### src/rtl/ifu_prefetch_queue_if.sv
// Fetch-unit bus bundle: memory request/response port, IDU output port and redirect.
// master = fetch unit side, slave = memory/IDU/control side.
interface ifu_prefetch_queue_if #(
  parameter int unsigned XLEN = 32
);
  logic            req_valid;
  logic            req_ready;
  logic [XLEN-1:0] req_addr;
  logic            rsp_valid;
  logic [XLEN-1:0] rsp_data;
  logic            rsp_err;
  logic            out_valid;
  logic            out_ready;
  logic [XLEN-1:0] out_pc;
  logic [XLEN-1:0] out_inst;
  logic            out_err;
  logic            redirect_valid;
  logic [XLEN-1:0] redirect_pc;

  modport master (
    output req_valid, req_addr, out_valid, out_pc, out_inst, out_err,
    input  req_ready, rsp_valid, rsp_data, rsp_err, out_ready,
           redirect_valid, redirect_pc
  );

  modport slave (
    input  req_valid, req_addr, out_valid, out_pc, out_inst, out_err,
    output req_ready, rsp_valid, rsp_data, rsp_err, out_ready,
           redirect_valid, redirect_pc
  );
endinterface

### src/rtl/ifu_prefetch_queue.sv
// Instruction prefetch queue: credit-limited sequential fetch, in-order {pc,inst,err}
// queue to the IDU, redirect with stale-response discard, halt after access fault.
module ifu_prefetch_queue #(
  parameter int unsigned     XLEN     = 32,
  parameter int unsigned     DEPTH    = 4,
  parameter int unsigned     MAX_OS   = 2,
  parameter logic [XLEN-1:0] RESET_PC = XLEN'(32'h8000_0000)
) (
  input logic                  clk,
  input logic                  rst,
  ifu_prefetch_queue_if.master bus
);

  localparam int unsigned AW = (DEPTH > 1) ? $clog2(DEPTH) : 1;
  localparam int unsigned CW = $clog2(DEPTH + 1);
  localparam int unsigned OW = $clog2(MAX_OS + 1);
  localparam int unsigned PW = (MAX_OS > 1) ? $clog2(MAX_OS) : 1;
  localparam int unsigned SW = $clog2(DEPTH + MAX_OS + 1);

  typedef enum logic {ST_RUN, ST_HALT} state_e;

  state_e          state_q, state_d;
  logic [XLEN-1:0] fetch_pc_q, fetch_pc_d;
  logic            pend_q, pend_d;
  logic [XLEN-1:0] pend_addr_q, pend_addr_d;
  logic            stale_q, stale_d;
  logic [OW-1:0]   os_q, os_d;
  logic [OW-1:0]   drop_q, drop_d;
  logic [CW-1:0]   count_q, count_d;
  logic [AW-1:0]   rd_ptr_q, rd_ptr_d;
  logic [AW-1:0]   wr_ptr_q, wr_ptr_d;
  logic [PW-1:0]   pcf_rd_q, pcf_rd_d;
  logic [PW-1:0]   pcf_wr_q, pcf_wr_d;

  logic [XLEN-1:0] q_pc_q   [DEPTH];
  logic [XLEN-1:0] q_inst_q [DEPTH];
  logic            q_err_q  [DEPTH];
  logic [XLEN-1:0] pcf_q    [MAX_OS];

  logic [SW-1:0]   occ;
  logic            credit;
  logic            req_valid;
  logic [XLEN-1:0] req_addr;
  logic            fire;
  logic            redirect;
  logic            rsp_drop;
  logic            push;
  logic            pop;
  logic            out_valid;
  logic [XLEN-1:0] rsp_pc;

  function automatic logic [PW-1:0] pcf_next(input logic [PW-1:0] p);
    return (p == PW'(MAX_OS - 1)) ? '0 : p + PW'(1);
  endfunction

  always_comb begin
    occ       = SW'(count_q) + SW'(os_q);
    credit    = (state_q == ST_RUN) && (os_q < OW'(MAX_OS)) && (occ < SW'(DEPTH));
    // A launched request is held by pend_q; rst gating keeps req_valid low in reset.
    req_valid = rst && (pend_q || credit);
    req_addr  = pend_q ? pend_addr_q : fetch_pc_q;
    fire      = req_valid && bus.req_ready;
    redirect  = bus.redirect_valid;
    rsp_drop  = bus.rsp_valid && (drop_q != '0);
    push      = bus.rsp_valid && (drop_q == '0) && !redirect;
    out_valid = (count_q != '0);
    pop       = out_valid && bus.out_ready && !redirect;
    rsp_pc    = pcf_q[pcf_rd_q];
  end

  always_comb begin
    state_d     = state_q;
    fetch_pc_d  = fetch_pc_q;
    pend_d      = req_valid && !bus.req_ready;
    pend_addr_d = req_addr;
    stale_d     = stale_q && !fire;
    os_d        = os_q;
    drop_d      = drop_q;
    count_d     = count_q;
    rd_ptr_d    = rd_ptr_q;
    wr_ptr_d    = wr_ptr_q;
    pcf_rd_d    = pcf_rd_q;
    pcf_wr_d    = pcf_wr_q;

    if (fire) begin
      os_d     = os_d + OW'(1);
      pcf_wr_d = pcf_next(pcf_wr_q);
      if (!stale_q) fetch_pc_d = fetch_pc_q + XLEN'(4);
      if (stale_q)  drop_d     = drop_d + OW'(1);
    end
    if (bus.rsp_valid) begin
      os_d     = os_d - OW'(1);
      pcf_rd_d = pcf_next(pcf_rd_q);
    end
    if (rsp_drop) drop_d = drop_d - OW'(1);

    if (push) begin
      wr_ptr_d = wr_ptr_q + AW'(1);
      if (bus.rsp_err) state_d = ST_HALT;
    end
    if (pop) rd_ptr_d = rd_ptr_q + AW'(1);
    count_d = count_q + CW'(push) - CW'(pop);

    // Every request outstanding after this edge belongs to the old stream; a
    // launched-but-unfired request is marked stale and counted when it fires.
    if (redirect) begin
      state_d    = ST_RUN;
      fetch_pc_d = bus.redirect_pc & ~XLEN'(3);
      drop_d     = os_d;
      stale_d    = req_valid && !bus.req_ready;
      count_d    = '0;
      rd_ptr_d   = '0;
      wr_ptr_d   = '0;
    end
  end

  always_ff @(posedge clk or negedge rst) begin
    if (!rst) begin
      state_q     <= ST_RUN;
      fetch_pc_q  <= RESET_PC;
      pend_q      <= 1'b0;
      pend_addr_q <= '0;
      stale_q     <= 1'b0;
      os_q        <= '0;
      drop_q      <= '0;
      count_q     <= '0;
      rd_ptr_q    <= '0;
      wr_ptr_q    <= '0;
      pcf_rd_q    <= '0;
      pcf_wr_q    <= '0;
    end else begin
      state_q     <= state_d;
      fetch_pc_q  <= fetch_pc_d;
      pend_q      <= pend_d;
      pend_addr_q <= pend_addr_d;
      stale_q     <= stale_d;
      os_q        <= os_d;
      drop_q      <= drop_d;
      count_q     <= count_d;
      rd_ptr_q    <= rd_ptr_d;
      wr_ptr_q    <= wr_ptr_d;
      pcf_rd_q    <= pcf_rd_d;
      pcf_wr_q    <= pcf_wr_d;
    end
  end

  // Payload storage needs no reset: contents are only visible through count_q.
  always_ff @(posedge clk) begin
    if (push) begin
      q_pc_q[wr_ptr_q]   <= rsp_pc;
      q_inst_q[wr_ptr_q] <= bus.rsp_data;
      q_err_q[wr_ptr_q]  <= bus.rsp_err;
    end
    if (fire) pcf_q[pcf_wr_q] <= req_addr;
  end

  assign bus.req_valid = req_valid;
  assign bus.req_addr  = req_addr;
  assign bus.out_valid = out_valid;
  assign bus.out_pc    = out_valid ? q_pc_q[rd_ptr_q]   : '0;
  assign bus.out_inst  = out_valid ? q_inst_q[rd_ptr_q] : '0;
  assign bus.out_err   = out_valid ? q_err_q[rd_ptr_q]  : 1'b0;

  a_rsp_owed: assert property (@(posedge clk) disable iff (!rst)
    bus.rsp_valid |-> (os_q != '0));

endmodule

### src/flat_wrapper.sv
// flat-port wrapper written by rule: the top's interface ports become plain ports
module ifu_prefetch_queue_flat 
#(
  parameter int unsigned     XLEN     = 32,
  parameter int unsigned     DEPTH    = 4,
  parameter int unsigned     MAX_OS   = 2,
  parameter logic [XLEN-1:0] RESET_PC = XLEN'(32'h8000_0000)
)
  (clk, rst, bus_req_valid, bus_req_addr, bus_out_valid, bus_out_pc, bus_out_inst, bus_out_err, bus_req_ready, bus_rsp_valid, bus_rsp_data, bus_rsp_err, bus_out_ready, bus_redirect_valid, bus_redirect_pc);
  ifu_prefetch_queue_if #(.XLEN(XLEN)) bus_i ();
  input logic clk;
  input logic rst;
  output wire logic [$bits(bus_i.req_valid)-1:0] bus_req_valid;
  output wire logic [$bits(bus_i.req_addr)-1:0] bus_req_addr;
  output wire logic [$bits(bus_i.out_valid)-1:0] bus_out_valid;
  output wire logic [$bits(bus_i.out_pc)-1:0] bus_out_pc;
  output wire logic [$bits(bus_i.out_inst)-1:0] bus_out_inst;
  output wire logic [$bits(bus_i.out_err)-1:0] bus_out_err;
  input wire logic [$bits(bus_i.req_ready)-1:0] bus_req_ready;
  input wire logic [$bits(bus_i.rsp_valid)-1:0] bus_rsp_valid;
  input wire logic [$bits(bus_i.rsp_data)-1:0] bus_rsp_data;
  input wire logic [$bits(bus_i.rsp_err)-1:0] bus_rsp_err;
  input wire logic [$bits(bus_i.out_ready)-1:0] bus_out_ready;
  input wire logic [$bits(bus_i.redirect_valid)-1:0] bus_redirect_valid;
  input wire logic [$bits(bus_i.redirect_pc)-1:0] bus_redirect_pc;
  assign bus_req_valid = bus_i.req_valid;
  assign bus_req_addr = bus_i.req_addr;
  assign bus_out_valid = bus_i.out_valid;
  assign bus_out_pc = bus_i.out_pc;
  assign bus_out_inst = bus_i.out_inst;
  assign bus_out_err = bus_i.out_err;
  assign bus_i.req_ready = bus_req_ready;
  assign bus_i.rsp_valid = bus_rsp_valid;
  assign bus_i.rsp_data = bus_rsp_data;
  assign bus_i.rsp_err = bus_rsp_err;
  assign bus_i.out_ready = bus_out_ready;
  assign bus_i.redirect_valid = bus_redirect_valid;
  assign bus_i.redirect_pc = bus_redirect_pc;
  ifu_prefetch_queue #(.XLEN(XLEN), .DEPTH(DEPTH), .MAX_OS(MAX_OS), .RESET_PC(RESET_PC)) u_core (.clk(clk), .rst(rst), .bus(bus_i));
endmodule
### config.mk
export PLATFORM = sky130hd
export DESIGN_NAME = ifu_prefetch_queue_flat
export DESIGN_NICKNAME = d
export VERILOG_FILES = /design/src/rtl/ifu_prefetch_queue_if.sv /design/src/rtl/ifu_prefetch_queue.sv /design/src/flat_wrapper.sv
export SDC_FILE = /design/constraint.sdc
export NUM_CORES = 1
export LEC_CHECK = 0
export BUFFER_PORTS_ARGS = -buffer_cell sky130_fd_sc_hd__buf_2
export CORE_MARGIN = 8
export CORE_UTILIZATION = 63
export CTS_CLUSTER_SIZE = 16
export DETAILED_ROUTE_END_ITERATION = 6
export PLACE_DENSITY_LB_ADDON = 0.1
export SYNTH_ARGS = -nofsm -noshare
export SYNTH_HDL_FRONTEND = slang
export SYNTH_SLANG_ARGS = --single-unit
### constraint.sdc
create_clock -name clk -period 11.5 [get_ports clk]
set_clock_uncertainty 0.2 [all_clocks]
set_input_delay 0.575 -clock clk [delete_from_list [all_inputs] [get_ports clk]]
set_output_delay 0.575 -clock clk [all_outputs]
set_load 0.03 [all_outputs]
==> summary.md <==
| Metric | Value |
|---|---|
| CP max stage delay | `900 ps` |
| Setup violators final | `0` |
| CP cell instances | `buf_4 -> mux4_2 -> and2_1 -> buf_2` |
| Hold depth | `2` |
| Resized Gates After CTS | `0` |
| Via-to-Cell Ratio | `5.917` |
| CTS tree | `done` |
| Clk pin slew, worst setup/hold paths | `60 ps` |
| FF+latch count, synth | `402` |
| # hold bufs at CTS | `0` |
| Clk sinks | `402` |
| Setup TNS | `0 ps` |
| Worst Reg-to-Reg Cells | `5` |
| Max FO, Critical Path | `35` |
| Design area | `18,550 um2` |
| Worst path required time | `10,730 ps` |
| Nets | `1,150` |
| Final Power | `4289 uW` |
| DRC | `0` |
| Root buffer cell | `clkbuf_16` |
| # Post-CTS Setup Buffers | `0` |
| Ys flop type | `edfxtp_1` |
| WL per Instance | `22.21 um` |
| Routed vias | `8,443` |
| Height of the die | `175.8 um` |
| Ys Warns | `0` |
| Layout cells sized above 1 | `0.3464` |
| Initial antenna violation count | `1` |
| Synthesized net count | `977` |
| CP max-delay cell | `dfrtp_4` |
| IO buf count | `167` |
| Fmax | `0.2584 GHz` |
| Worst relative slew slack | `0.2607` |
| Leakage | `0.006579 uW` |
| Final worst path period share | `0.3365` |
| Htree depth | `2` |
| Yosys top cell by area | `edfxtp_1` |
| Tot GR Track Use | `0.2065` |
| GPL Wtd Cong | `0.8291` |
| Slew Limit Fails | `0` |
| Global-route wire length before repair | `49,690 um` |
| Synthesis-to-finish area growth | `15.26%` |
| DRT Pass-1 Iters | `5` |
| Synthesized area per cell | `17.96 um2` |
| TritonCTS buffer count | `40` |
| Pwr dens | `231.2 nW/um2` |
| IO Count | `170` |
| Hpwl dp | `18,660 um` |
| Diode count | `0` |
| Top cell type's share of synthesized area | `0.6045` |
| Mapped Cells | `896` |
| Synth top area cells | `edfxtp_1, dfrtp_1, mux4_2` |
| Number of synthesized flops with an enable pin | `324` |
| CP Launch Type | `register` |
| Antenna violation net count after detailed routing | `0` |
| Type of the worst min-delay path | `in2reg` |
| Core ar. | `25,110 um2` |
| Crit path arrival time | `3090 ps` |
| Max Cap Violations | `0` |
| Fin. Hold Viols | `0` |
| Final hold slack | `39.50 ps` |
| Initial Util | `0.6410` |
| Register area share after synthesis | `0.7258` |
| Tmin final | `3870 ps` |
| Outcome | `finished clean` |
| Yosys cell types | `53` |
| Worst vdd rail ir drop | `0.1401 mV` |
| Syn Std Cell Area | `16,100 um2` |
| Max Buffers Root-to-Sink | `3` |
| Synth async-reset ratio | `0.1940` |
| Clock Latency Late Sink | `530 ps` |
| Vias in the first global route | `8,922` |
| RSZ-0062 raised after global routing | `false` |
| Largest net degree at the start of global routing | `80` |
| Dpl cell area | `17,250 um2` |
| Initial DRC Count | `637` |
| Width of the chip | `175.8 um` |
| Row Count | `58` |
| Crit Path Class | `reg2out` |
| Crit path capture type | `output pin` |
| Fin util | `0.7388` |
| Area of the die | `30,920 um2` |
| Slew @ Worst Pin | `1107 ps` |
| Grt ovf | `0` |
| Final wirelength | `31,700 um` |
## logic make-up after synthesis
kind of cell               count (synthesis)  share of synthesized area
and+or+nand+nor                          194                    0.06701
xor gates and xnor gates                  27                    0.01469
buffers and inverters                     58                    0.01430
adders and majority gates                 10                   0.008240
AOI/OAI and AO/OA                         73                    0.03242
muxes                                    132                     0.1375
DFF                                      402                     0.7258
## worst paths after layout
kind	to	slack, ps	startpoint
worst max-delay path	bus_out_pc[28]	7630	u_core.rd_ptr_q[0]
worst min-delay path	u_core.pend_q	40	bus_req_ready
worst max register to register	u_core.pcf_q[0][21]	7870	u_core.count_q[1]
worst min register to register	u_core.fetch_pc_q[31]	320	u_core.fetch_pc_q[31]
max in group asynchronous	u_core.rd_ptr_q[1]	10130	rst
min in group asynchronous	u_core.pend_addr_q[18]	150	rst
## final cells by class
| cell class | count | area, um2 |
|---|---|---|
| flip-flops and latches | 402 | 11690 |
| fillers | 1567 | 6558 |
| multi-input cells | 436 | 4202 |
| clock buffers | 48 | 1084 |
| repair buffers | 174 | 890.9 |
| well taps | 330 | 412.9 |
| clock inverters | 22 | 216.5 |
| inverters | 15 | 56.30 |
## cell usage after synthesis, drive strengths merged (2+ instances only)
cell type and n:
edfxtp 324, dfrtp 77, and2 75, mux4 65
mux2 63, nand2 34, clkbuf 32, nor2 28
o21ai 23, xnor2 19, a31oi 15, inv 15
nand3 14, buf 11, a2111oi 9, ha 9
nor2b 8, or4 8, xor2 8, o31ai 7
and3 5, a211oi 4, and4 4, mux2i 4
nand4 4, a21oi 3, nor3b 3, or3 3
nand4b 2, o2111ai 2, o21bai 2, or2 2
## placed cells by master, fill, tap and decap left out, types with 5 or more instances in the layout
master,n
clkbuf_1,5
edfxtp_1,324
o21ai_0,20
xor2_1,8
nand3_1,14
ha_1,9
mux4_2,65
a2111oi_2,5
xnor2_1,19
nor2_1,28
inv_1,14
and3_1,5
clkbuf_16,42
and2_1,71
or4_1,7
nand2_1,34
o31ai_1,7
clkinv_1,6
mux2_2,63
nor2b_1,7
buf_4,8
buf_2,166
dfrtp_1,75
a31oi_1,15
clkinv_2,8
## flip-flops by register name (all words and copies together) (netlist names)
register            count
u_core.pcf_q           64
u_core.state_q          1
u_core.os_q             2
u_core.q_err_q          4
u_core.fetch_pc_q      30
u_core.q_inst_q       128
u_core.pend_addr_q     32
u_core.stale_q          1
u_core.count_q          3
u_core.pcf_wr_q         1
u_core.rd_ptr_q         2
u_core.q_pc_q         128
u_core.pend_q           1
u_core.pcf_rd_q         1
u_core.drop_q           2
u_core.wr_ptr_q         2
## routing by layer
metal / routed length [um] / vias to the layer above / GRT usage
li1: - / 3831 / -
met1: 13430 / 4310 / 0.2757
met2: 16010 / 258 / 0.3502
met3: 1799 / 42 / 0.03822
met4: 442 / 2 / 0.04698
met5: 9 / - / 0
## critical path, delay by kind of cell, from the launching register on
| family | cells | cell delay [ps] |
|---|---|---|
| buffers and inverters | 2 | 880 |
| flip-flops | 1 | 900 |
| multiplexers | 1 | 600 |
| AND/OR/NAND/NOR | 1 | 180 |
## power breakdown
group          switching (uW)  internal (uW)
logic                     704            436
registers                 105           1760
clock network             520            762
total                    1330           2960
## per-stage QoR
step	instances	worst slack [ps]
after floorplan	896	7709
after global placement	1357	7909
after detailed placement	1357	7856
after CTS	1427	7511
after global routing	1427	7363
final	1427	7630
No activity file was read; power rests on OpenSTA's default activity.
